===== config.mk =====
export PLATFORM = sky130hd
export DESIGN_NAME = sna_request_sequencer
export DESIGN_NICKNAME = d
export VERILOG_FILES = /design/src/rtl/sna_request_sequencer.sv
export SDC_FILE = /design/constraint.sdc
export NUM_CORES = 1
export LEC_CHECK = 0
export CAP_MARGIN = 5
export CORE_ASPECT_RATIO = 0.7
export CORE_MARGIN = 2
export CORE_UTILIZATION = 44
export DETAILED_ROUTE_END_ITERATION = 10
export HOLD_SLACK_MARGIN = 0.1
export PLACE_DENSITY = 0.79
export SLEW_MARGIN = 20
export SYNTH_ARGS = -nofsm -noshare
export SYNTH_HDL_FRONTEND = slang
export SYNTH_SLANG_ARGS = --single-unit

===== constraint.sdc =====
create_clock -name clk -period 3.45 [get_ports clk]
set_clock_uncertainty 0.15 [all_clocks]
set_input_delay 0.345 -clock clk [delete_from_list [all_inputs] [get_ports clk]]
set_output_delay 0.345 -clock clk [all_outputs]
set_load 0.02 [all_outputs]

===== src/rtl/sna_request_sequencer.sv =====
// Slave-side NoC adapter request sequencer: assembles one request from
// header/address/data flits, issues it on the AXI4-Lite master AW/W or AR
// channel, then waits for the response flow before accepting another.
//
// state       | meaning
// ------------+--------------------------------------------------------
// IDLE        | waiting for a header flit
// ADDR        | header latched, waiting for the address flit
// DATA        | write request, waiting for the data flit
// ISSUE_WR    | AW and W valids driven until both handshakes complete
// ISSUE_RD    | AR valid driven until its handshake
// WAIT_RESP   | request issued, waiting for resp_done or timeout
module sna_request_sequencer #(
  parameter int RESP_TIMEOUT = 255,
  parameter int TIMEOUT_W    = 8
) (
  input  logic        clk,
  input  logic        rst,
  input  logic [36:0] noc_data,
  input  logic        noc_valid,
  output logic        noc_ready,
  output logic [31:0] axi_awaddr,
  output logic        axi_awvalid,
  input  logic        axi_awready,
  output logic [31:0] axi_wdata,
  output logic [3:0]  axi_wstrb,
  output logic        axi_wvalid,
  input  logic        axi_wready,
  output logic [31:0] axi_araddr,
  output logic        axi_arvalid,
  input  logic        axi_arready,
  output logic        req_is_read,
  output logic [3:0]  req_pov_addr,
  output logic        req_issued,
  input  logic        resp_done,
  output logic        proto_err,
  output logic        resp_timeout
);

  typedef enum logic [2:0] {
    S_IDLE,
    S_ADDR,
    S_DATA,
    S_ISSUE_WR,
    S_ISSUE_RD,
    S_WAIT_RESP
  } state_t;

  localparam logic [1:0] T_HDR  = 2'b10;
  localparam logic [1:0] T_ADDR = 2'b00;
  localparam logic [1:0] T_DATA = 2'b01;

  localparam logic [TIMEOUT_W-1:0] TO_VAL = TIMEOUT_W'(RESP_TIMEOUT);
  localparam bit TO_EN = (RESP_TIMEOUT != 0);

  state_t               state;
  logic [31:0]          addr;
  logic [TIMEOUT_W-1:0] cnt;
  logic                 aw_done;
  logic                 w_done;

  logic [1:0] ftype;
  logic       flit_acc;
  logic       aw_hs;
  logic       w_hs;
  logic       ar_hs;
  logic       wr_complete;
  logic       timeout_hit;
  logic       unused_bits;

  assign ftype    = noc_data[36:35];
  assign flit_acc = noc_valid & noc_ready;
  assign aw_hs    = axi_awvalid & axi_awready;
  assign w_hs     = axi_wvalid & axi_wready;
  assign ar_hs    = axi_arvalid & axi_arready;

  // Both write channels finished: either earlier (flag) or in this cycle.
  assign wr_complete = (state == S_ISSUE_WR) & (aw_done | aw_hs) & (w_done | w_hs);
  assign req_issued  = wr_complete | ((state == S_ISSUE_RD) & ar_hs);

  // resp_done has priority over an expiring timer in the same cycle.
  assign timeout_hit = TO_EN && (state == S_WAIT_RESP) && (cnt == TO_VAL) && !resp_done;

  assign noc_ready = ~rst & ((state == S_IDLE) | (state == S_ADDR) | (state == S_DATA));

  assign axi_awaddr = addr;
  assign axi_araddr = addr;
  assign axi_wstrb  = 4'hF;

  assign unused_bits = ^noc_data[34:32];

  // Request FSM with registered valids, error/timeout pulses and latched fields.
  always_ff @(posedge clk or posedge rst) begin
    if (rst) begin
      state        <= S_IDLE;
      addr         <= '0;
      axi_wdata    <= '0;
      req_is_read  <= 1'b0;
      req_pov_addr <= '0;
      cnt          <= '0;
      aw_done      <= 1'b0;
      w_done       <= 1'b0;
      axi_awvalid  <= 1'b0;
      axi_wvalid   <= 1'b0;
      axi_arvalid  <= 1'b0;
      proto_err    <= 1'b0;
      resp_timeout <= 1'b0;
    end else begin
      proto_err    <= 1'b0;
      resp_timeout <= 1'b0;
      case (state)
        S_IDLE: begin
          if (flit_acc) begin
            if (ftype == T_HDR) begin
              req_is_read  <= noc_data[0];
              req_pov_addr <= noc_data[27:24];
              state        <= S_ADDR;
            end else begin
              proto_err <= 1'b1;
            end
          end
        end
        S_ADDR: begin
          if (flit_acc) begin
            if (ftype == T_ADDR) begin
              addr <= noc_data[31:0];
              if (req_is_read) begin
                axi_arvalid <= 1'b1;
                state       <= S_ISSUE_RD;
              end else begin
                state <= S_DATA;
              end
            end else if (ftype == T_HDR) begin
              req_is_read  <= noc_data[0];
              req_pov_addr <= noc_data[27:24];
              proto_err    <= 1'b1;
            end else begin
              proto_err <= 1'b1;
            end
          end
        end
        S_DATA: begin
          if (flit_acc) begin
            if (ftype == T_DATA) begin
              axi_wdata   <= noc_data[31:0];
              axi_awvalid <= 1'b1;
              axi_wvalid  <= 1'b1;
              state       <= S_ISSUE_WR;
            end else if (ftype == T_HDR) begin
              req_is_read  <= noc_data[0];
              req_pov_addr <= noc_data[27:24];
              proto_err    <= 1'b1;
              state        <= S_ADDR;
            end else begin
              proto_err <= 1'b1;
            end
          end
        end
        S_ISSUE_WR: begin
          if (aw_hs) begin
            axi_awvalid <= 1'b0;
            aw_done     <= 1'b1;
          end
          if (w_hs) begin
            axi_wvalid <= 1'b0;
            w_done     <= 1'b1;
          end
          if (wr_complete) begin
            aw_done <= 1'b0;
            w_done  <= 1'b0;
            cnt     <= '0;
            state   <= S_WAIT_RESP;
          end
        end
        S_ISSUE_RD: begin
          if (ar_hs) begin
            axi_arvalid <= 1'b0;
            cnt         <= '0;
            state       <= S_WAIT_RESP;
          end
        end
        S_WAIT_RESP: begin
          cnt <= cnt + 1'b1;
          if (resp_done) begin
            state <= S_IDLE;
          end else if (timeout_hit) begin
            resp_timeout <= 1'b1;
            state        <= S_IDLE;
          end
        end
        default: state <= S_IDLE;
      endcase
    end
  end

endmodule

=== Word level (Yosys, flattened, before mapping) ===
Index checks and enable logic that the tools add are counted.

* Register bits: 87
* Input port bits: 44
* Output and inout bits: 112
* Logic and storage cells: 124

* $add $sub $neg: 1
* Equal/unequal tests: 21
* Mux-type cells: 54
* Bitwise gates (word level): 14
* Reduce and logical (&&, ||, !) cells: 21

{| class="wikitable"
|+ Operators by type and width
! kind !! count
|-
| $mux 3 || 11
|-
| $mux 1 || 27
|-
| $mux 4 || 6
|-
| $pmux 8 s3 || 1
|-
| $ne 2x2->1 const B || 10
|-
| $pmux 3 s6 || 1
|-
| $mux 8 || 2
|-
| $pmux 4 s3 || 1
|-
| $reduce_and 3->1 || 3
|-
| $add 8x1->8 const B || 1
|-
| $and 1x1->1 || 8
|-
| $eq 8x8->1 const B || 1
|-
| $reduce_and 4->1 || 2
|-
| $reduce_bool 2->1 || 4
|-
| $reduce_and 7->1 || 1
|-
| $eq 3x2->1 const B || 2
|-
| $eq 3x3->1 const B || 2
|-
| $pmux 1 s2 || 3
|-
| $pmux 1 s3 || 2
|-
| $reduce_and 6->1 || 1
|-
| $reduce_bool 3->1 || 2
|-
| $or 1x1->1 || 5
|-
| $reduce_and 5->1 || 1
|-
| $ne 2x1->1 const B || 2
|-
| 10 further kinds || 12
|}

=== Logic depth before layout (Yosys ltp) ===
Gate-level depths: netlist of the first run.

* Depth after elaboration: 7
* Gate-level depth with buffers: 6
* Depth with buffers taken out: 5

=== Least setup slack after synthesis of the first run ===
OpenSTA, ideal clock, no wires.

* Path kind: register to register
* From: reg state[0]
* To: reg axi_wdata[10]
* Library setup time: 0.125 ns
* Arrival: 1.593 ns
* Required time: 3.175 ns
* Setup slack: 1.582 ns
* Cell stages (with the launch flop): 6
* Path buffers: 2
* Clock period less this slack: 1.868 ns
* Cells stage by stage: dfrtp_1 a21o_1 or3_1 buf_6 buf_6 mux2_4

* Longest elaborated chain between the ends: 6
* Elaborated cells on any way between the ends: 8
* Classes of those cells: 2 x eq/ne; 4 x bitwise; 2 x reduce/logical

{| class="wikitable"
|+ RTL lines
! element !! RTL line !! RTL
|-
| from (decl) || 56 || <nowiki>state_t state;</nowiki>
|-
| from (signal assigned) || 95 || <nowiki>state <= S_IDLE;</nowiki>
|-
| from (signal assigned) || 117 || <nowiki>state <= S_ADDR;</nowiki>
|-
| from (signal assigned) || 129 || <nowiki>state <= S_ISSUE_RD;</nowiki>
|-
| $eq 3x1->1 or $logic_not 3->1 (tied branches) || 84 || <nowiki>assign noc_ready = ~rst & ((state == S_IDLE) | (state == S_ADDR) | (state == S_DATA));</nowiki>
|-
| $or 1x1->1 (2 in series) || 84 ||
|-
| $and 1x1->1 || 84 ||
|-
| $and 1x1->1 || 72 || <nowiki>assign flit_acc = noc_valid & noc_ready;</nowiki>
|-
| $reduce_and 3->1 (no source line) * || n/a ||
|-
| to (signal assigned) || 145 || <nowiki>axi_wdata <= noc_data[31:0];</nowiki>
|-
| to (decl) || 25 || <nowiki>output logic [31:0] axi_wdata,</nowiki>
|}

Every way passes the cells marked *; elsewhere a longest branch is shown, timed or not.
A chain may end at the register's enable or synchronous reset.

=== Worst setup path after layout of the first run ===
* From: reg state[0]
* To: out req_issued

* Longest elaborated chain between the ends: 4
* Elaborated cells on any way between the ends: 6
* Classes of those cells: 2 x eq/ne; 4 x bitwise

{| class="wikitable"
|+ RTL lines
! element !! RTL line !! RTL
|-
| $eq 3x2->1 || 78 || <nowiki>assign wr_complete = (state == S_ISSUE_WR) & (aw_done | aw_hs) & (w_done | w_hs);</nowiki>
|-
| $and 1x1->1 (2 in series) || 78 ||
|-
| $or 1x1->1 * || 79 || <nowiki>assign req_issued = wr_complete | ((state == S_ISSUE_RD) & ar_hs);</nowiki>
|-
| to (decl) || 34 || <nowiki>output logic req_issued,</nowiki>
|}

Marks and branches as above.

==> results.cfg, run 1 <==
[clock_network]
clock_sinks = 87
cts_hold_buf = 0
clkTransAtPathRegs_ns = 0.06
cts_buffer_depth = 2
insertion_delay_ns = 0.33
cts_root_buf = clkbuf_16
cts_tree = built
htree_num_levels = 3
cts_setup_buffers = 0
cts_resized = 0
cts_buffers = 9

[routing]
viasPerCell = 5.09
wl_um = 9170
drt-pass1-iter-count = 4
antenna_left = 0
drc_errors = 0
drt-wirelength-per-cell_um = 16.8
vias = 2782
first_iter_violations = 134

[floorplan]
start_util_pct = 45.1
num_rows = 29
dieArea_sq_mm = 0.0100
io_pins = 156
fp.coreArea_sq_mm = 0.00900
die_w_um = 119
die_h_um = 84.3

[sta]
relSlewSlack_pct = 46.5
finalSetupTns_ns = 0
fin_crit_sh_pct = 85.9
setup_viol = 0
rsz0062_at_grt = false
slew_violations = 0
min_period_ns = 2.96
fin_ws_ns = 0.488
worstMarginPinSlew_ns = 0.802
hold_viol_final = 0
fmax_mhz = 338

[min_path]
min_to = axi_wdata[20]
holdPathStages = 1
hold_class = reg -> reg
min_from = axi_wdata[20]

[synth]
synth_area_sq_mm = 0.00406
synth_edf_count = 0
synth.largest_area_cell = dfrtp_1
yosysUniqueCellTypes = 44
ys_seq_area_share_pct = 53.7
synth_seq_cells = 87
synth_ff_type = dfrtp_1
synthTopCellsByArea = dfrtp_1 (54%), mux2_2 (11%), mux2_4 (10%)
synth_top_area_share_pct = 53.7
yosys_warnings = 0
syn_inst = 302
synthArstFlopShare_pct = 100
syn_avg_cell_area_sq_um = 13.4

[placed_design]
gp_congestion = 0.812
place_hpwl_um = 6420
dp_slack_ns = 0.688
post_dp_cell_area_sq_mm = 0.00537
io_buffers = 148

[global_routing]
grt_pass1_vias = 2812
grt_max_degree = 46
grt_usage_pct = 18.9
gr-total-overflow = 0
antenna_found_initial = 0
grt_pass1_wl_um = 14700

[power_and_ir_drop]
p_leak_nw = 2.56
power_mw = 5.36
power_density_mw_per_mm2 = 949
ir_worst_vdd_mv = 0.669

[run_status]
outcome = completed

[job]
cap_violations = 0

[worst_setup_path]
cp.arrival_ns = 2.47
worst-r2r-setup-slack_ns = 1.06
critPathMaxFanout = 16
worstSetupEndpointType = output port
timing.rr.end = axi_wdata[27]
path_class = reg -> out
rr_worst_depth = 4
cp-start-kind = register
r2r_start = state[0]
critPathRequiredTime_ns = 2.95

[cells_and_area]
n_antenna_cell = 0
final_area_sq_mm = 0.00565
utilization_pct = 62.8
drive_gt1_share_pct = 21.3
syn_to_final_growth_pct = 39.2
nets = 463
through the flow:
| step | std cells | hold slack, ns |
|---|---|---|
| finish | 547 | 0.360 |
| global route | 547 | 0.377 |
| CTS | 547 | 0.364 |
| detailed placement | 531 | 0.342 |
| global placement | 531 | 0.340 |
| floorplan | 305 | 0.266 |
synth_stat cells, types with 2 or more instances:
master	count
a21oi_1	10
o21ai_0	8
a32o_1	2
mux2i_1	3
nand3_1	5
nor2b_1	3
a21o_1	4
mux2_4	28
mux2_2	40
nand2b_1	3
inv_1	4
or3_1	6
buf_6	8
nand2_1	15
clkbuf_1	3
nand4_1	3
nand3b_1	2
buf_4	37
nor2_1	5
a31oi_1	3
dfrtp_1	87
cell families (layout without fill, tap and decap cells):
kind of cell | count (synthesis) | count (layout) | synth area share [%]
DFF | 87 | 87 | 53.7
muxes | 72 | 72 | 22.5
and+or+nand+nor | 52 | 52 | 7.25
buffers and inverters | 52 | 170 | 9.71
AOI/OAI and AO/OA | 37 | 37 | 6.51
adders and majority gates | 1 | 1 | 0.308
other | 1 | 4 | 0.0924
cell type report:
| type | instances | area (sq um) |
|---|---|---|
| well taps | 124 | 155 |
| multi-input cells | 166 | 1500 |
| fillers | 740 | 3350 |
| repair buffers | 150 | 1520 |
| clock buffers | 13 | 260 |
| inverters | 4 | 16.3 |
| flip-flops and latches | 87 | 2180 |
| clock inverters | 3 | 17.5 |
flip-flops by register name, indices dropped and copies added, names as in the netlist:
register	flops
axi_araddr	32
axi_wdata	32
cnt	8
req_pov_addr	4
state	3
aw_done	1
axi_arvalid	1
axi_awvalid	1
axi_wvalid	1
proto_err	1
req_is_read	1
resp_timeout	1
w_done	1
worst max-delay path, stage by stage (launching register included):
cell	delay (ns)
dfrtp_1	0.66
and3b_1	0.46
nand3_1	0.12
nand2_1	0.23
clkdlybuf4s50_1	0.66
placed cells by master (no fill, tap or decap), types with 4 or more instances in the layout:
cell type,instances
dfrtp_1,87
mux2_2,40
nor2_1,5
mux2_4,28
conb_1,4
nand3_1,5
or3_1,5
clkbuf_16,9
a21oi_1,10
clkdlybuf4s50_1,148
nand2_1,15
o21ai_0,8
a21o_1,4
layer usage:
layer / up-vias / global-route usage (%) / wire length [um]
li1: 1267 / - / -
met1: 1384 / 23.9 / 3980
met2: 121 / 29.6 / 4180
met3: 10 / 7.95 / 900
met4: 0 / 6.17 / 119
met5: - / 0 / 0
worst max path at each step:
stage                       startpoint              to  slack (ns)  cells after the start
after floorplan                    rst         aw_done        0.70                      1
after global placement    noc_data[36]  axi_araddr[13]        0.70                      5
after global routing          state[0]      req_issued        0.32                      4
after detailed placement  noc_data[36]  axi_araddr[13]        0.69                      5
after CTS                     state[0]      req_issued        0.47                      4
final                         state[0]      req_issued        0.49                      4
report_power, final:
| group | total (mW) | internal, mW | leakage (nW) | switching [mW] |
|---|---|---|---|---|
| clock network | 0.904 | 0.525 | 0.136 | 0.379 |
| logic | 2.66 | 1.42 | 1.28 | 1.23 |
| registers | 1.80 | 1.44 | 1.14 | 0.357 |
Note: power is estimated with default switching activity, not from simulation.
==> run 2, diff against run 1 <==
Settings changed: CORE_ASPECT_RATIO 0.7 to 1.75.
==> run 2 against run 1 <==
Net effect: via count is 0.54% lower; sequential share of layout area barely moved; worst hold slack worse by 0.0097 ns; routed wire length decreased by 2.1%; total power increased by 0.38%; final cell count is 0.91% lower; highest routed layer unchanged.
==> results.cfg, run 2 (synthesis gave the netlist of run 1 again) <==
[sta]
rsz0062_at_grt = false
slew_violations = 0
hold_slack_ns = 0.351
worstMarginPinSlew_ns = 0.692
setup_viol = 0
fin_ws_ns = 0.503
relSlewSlack_pct = 53.8
min_period_ns = 2.95
finalSetupTns_ns = 0
fin_crit_sh_pct = 85.4
hold_viol_final = 0
fmax_mhz = 339

[power_and_ir_drop]
pwr-share-seq_pct = 33.1
p_leak_nw = 2.55
p_clk_share_pct = 17.5
ir_worst_vdd_mv = 0.678
p_comb_share_pct = 49.3
netSwitchingFraction_pct = 36.0
internal-power_mw = 3.44
p_sw_mw = 1.94
power_mw = 5.38
power_density_mw_per_mm2 = 954

[clock_network]
cts_tree = built
clkTransAtPathRegs_ns = 0.06
cts_resized = 0
cts_buffer_depth = 2
insertion_delay_ns = 0.33
htree_num_levels = 3
cts_setup_buffers = 0
clock_sinks = 87
cts_hold_buf = 0
cts_buffers = 9
cts_root_buf = clkbuf_16

[floorplan]
dieArea_sq_mm = 0.0100
num_rows = 46
start_util_pct = 44.9
io_pins = 156
die_h_um = 131
fp.coreArea_sq_mm = 0.00904
die_w_um = 76.6

[routing]
vias = 2767
wl_um = 8980
drc_errors = 0
antenna_left = 0
drt-wirelength-per-cell_um = 16.6
first_iter_violations = 110
viasPerCell = 5.11
drt-pass1-iter-count = 6

[global_routing]
gr-total-overflow = 0
grt_usage_pct = 18.0
grt_max_degree = 51
antenna_found_initial = 0
grt_pass1_wl_um = 13900
grt_pass1_vias = 2702

[worst_setup_path]
cp-start-kind = register
path_cells = and3b_1 -> nand3_1 -> nand2_1 -> clkdlybuf4s50_1
worst-path-stages = 4
slowest_stage = dfrtp_1
slowest_delay_ns = 0.66
critPathRequiredTime_ns = 2.95
critPathTopFamily = simple AND/OR/NAND/NOR gates
cp.arrival_ns = 2.45
rr_worst_depth = 4
worstSetupEndpointType = output port
path_class = reg -> out
crit_buf_inv = 1
critPathMaxFanout = 16

[min_path]
hold_class = in -> async

[placed_design]
place_hpwl_um = 6450
dp_slack_ns = 0.574
gp_congestion = 0.848
post_dp_cell_area_sq_mm = 0.00534
io_buffers = 148

[cells_and_area]
n_antenna_cell = 0
final_cell_mix = clkdlybuf4s50_1 (148), dfrtp_1 (87), mux2_2 (40), mux2_4 (28), nand2_1 (15)
final_area_sq_mm = 0.00564
nets = 462
drive_gt1_share_pct = 20.9
seq_area_sq_mm = 0.00218
layout.cells.most_common = clkdlybuf4s50_1
multi_input_area_sq_mm = 0.00150
n_fill_cell = 722
syn_to_final_growth_pct = 39.0

[job]
cap_violations = 0

[run_status]
outcome = completed
[run 2: stage by stage]
step                      util (%)  std cells
final                         62.4        542
after global routing          62.4        542
after CTS                     62.4        542
after detailed placement      59.1        526
after global placement        59.1        526
after floorplan                  -        305
[run 2: path summary, 6_finish.rpt]
kind	from	endpoint	slack [ns]
max	state[0]	req_issued	0.50
max in group asynchronous	rst	proto_err	2.12
min	rst	state[1]	0.35
min in group clk	axi_wdata[20]	axi_wdata[20]	0.36
max reg2reg	state[0]	axi_araddr[13]	1.09
min reg2reg	axi_wdata[20]	axi_wdata[20]	0.36
[run 2: power groups by stage]
stage                     Clock, mW  Sequential [mW]  Combinational [mW]
after floorplan                   0             2.20                1.16
after global placement            0             1.77                2.63
after detailed placement          0             1.80                2.67
after CTS                     0.973             1.78                2.68
after global routing           1.02             1.84                2.80
final                         0.944             1.78                2.65
[run 2: layer usage]
metal	track usage, %	vias to the layer above	wire (um)
met4	10.3	0	214
met3	2.82	15	419
met2	32.2	94	4970
li1	-	1268	-
met1	20.5	1390	3370
met5	0	-	0
[run 2: layout make-up]
class	count	area share, %
Inverter	4	0.288
Sequential cell	87	38.6
Tap cell	120	2.66
Clock buffer	13	4.44
Multi-Input combinational cell	166	26.6
Timing Repair Buffer	149	26.6
Clock inverter	3	0.754
==> run 3, diff against run 2 <==
Settings changed: SETUP_SLACK_MARGIN set to 0.3.
==> results of run 3 <==
Final layout, timing and power as in run 2 (identical DEF).
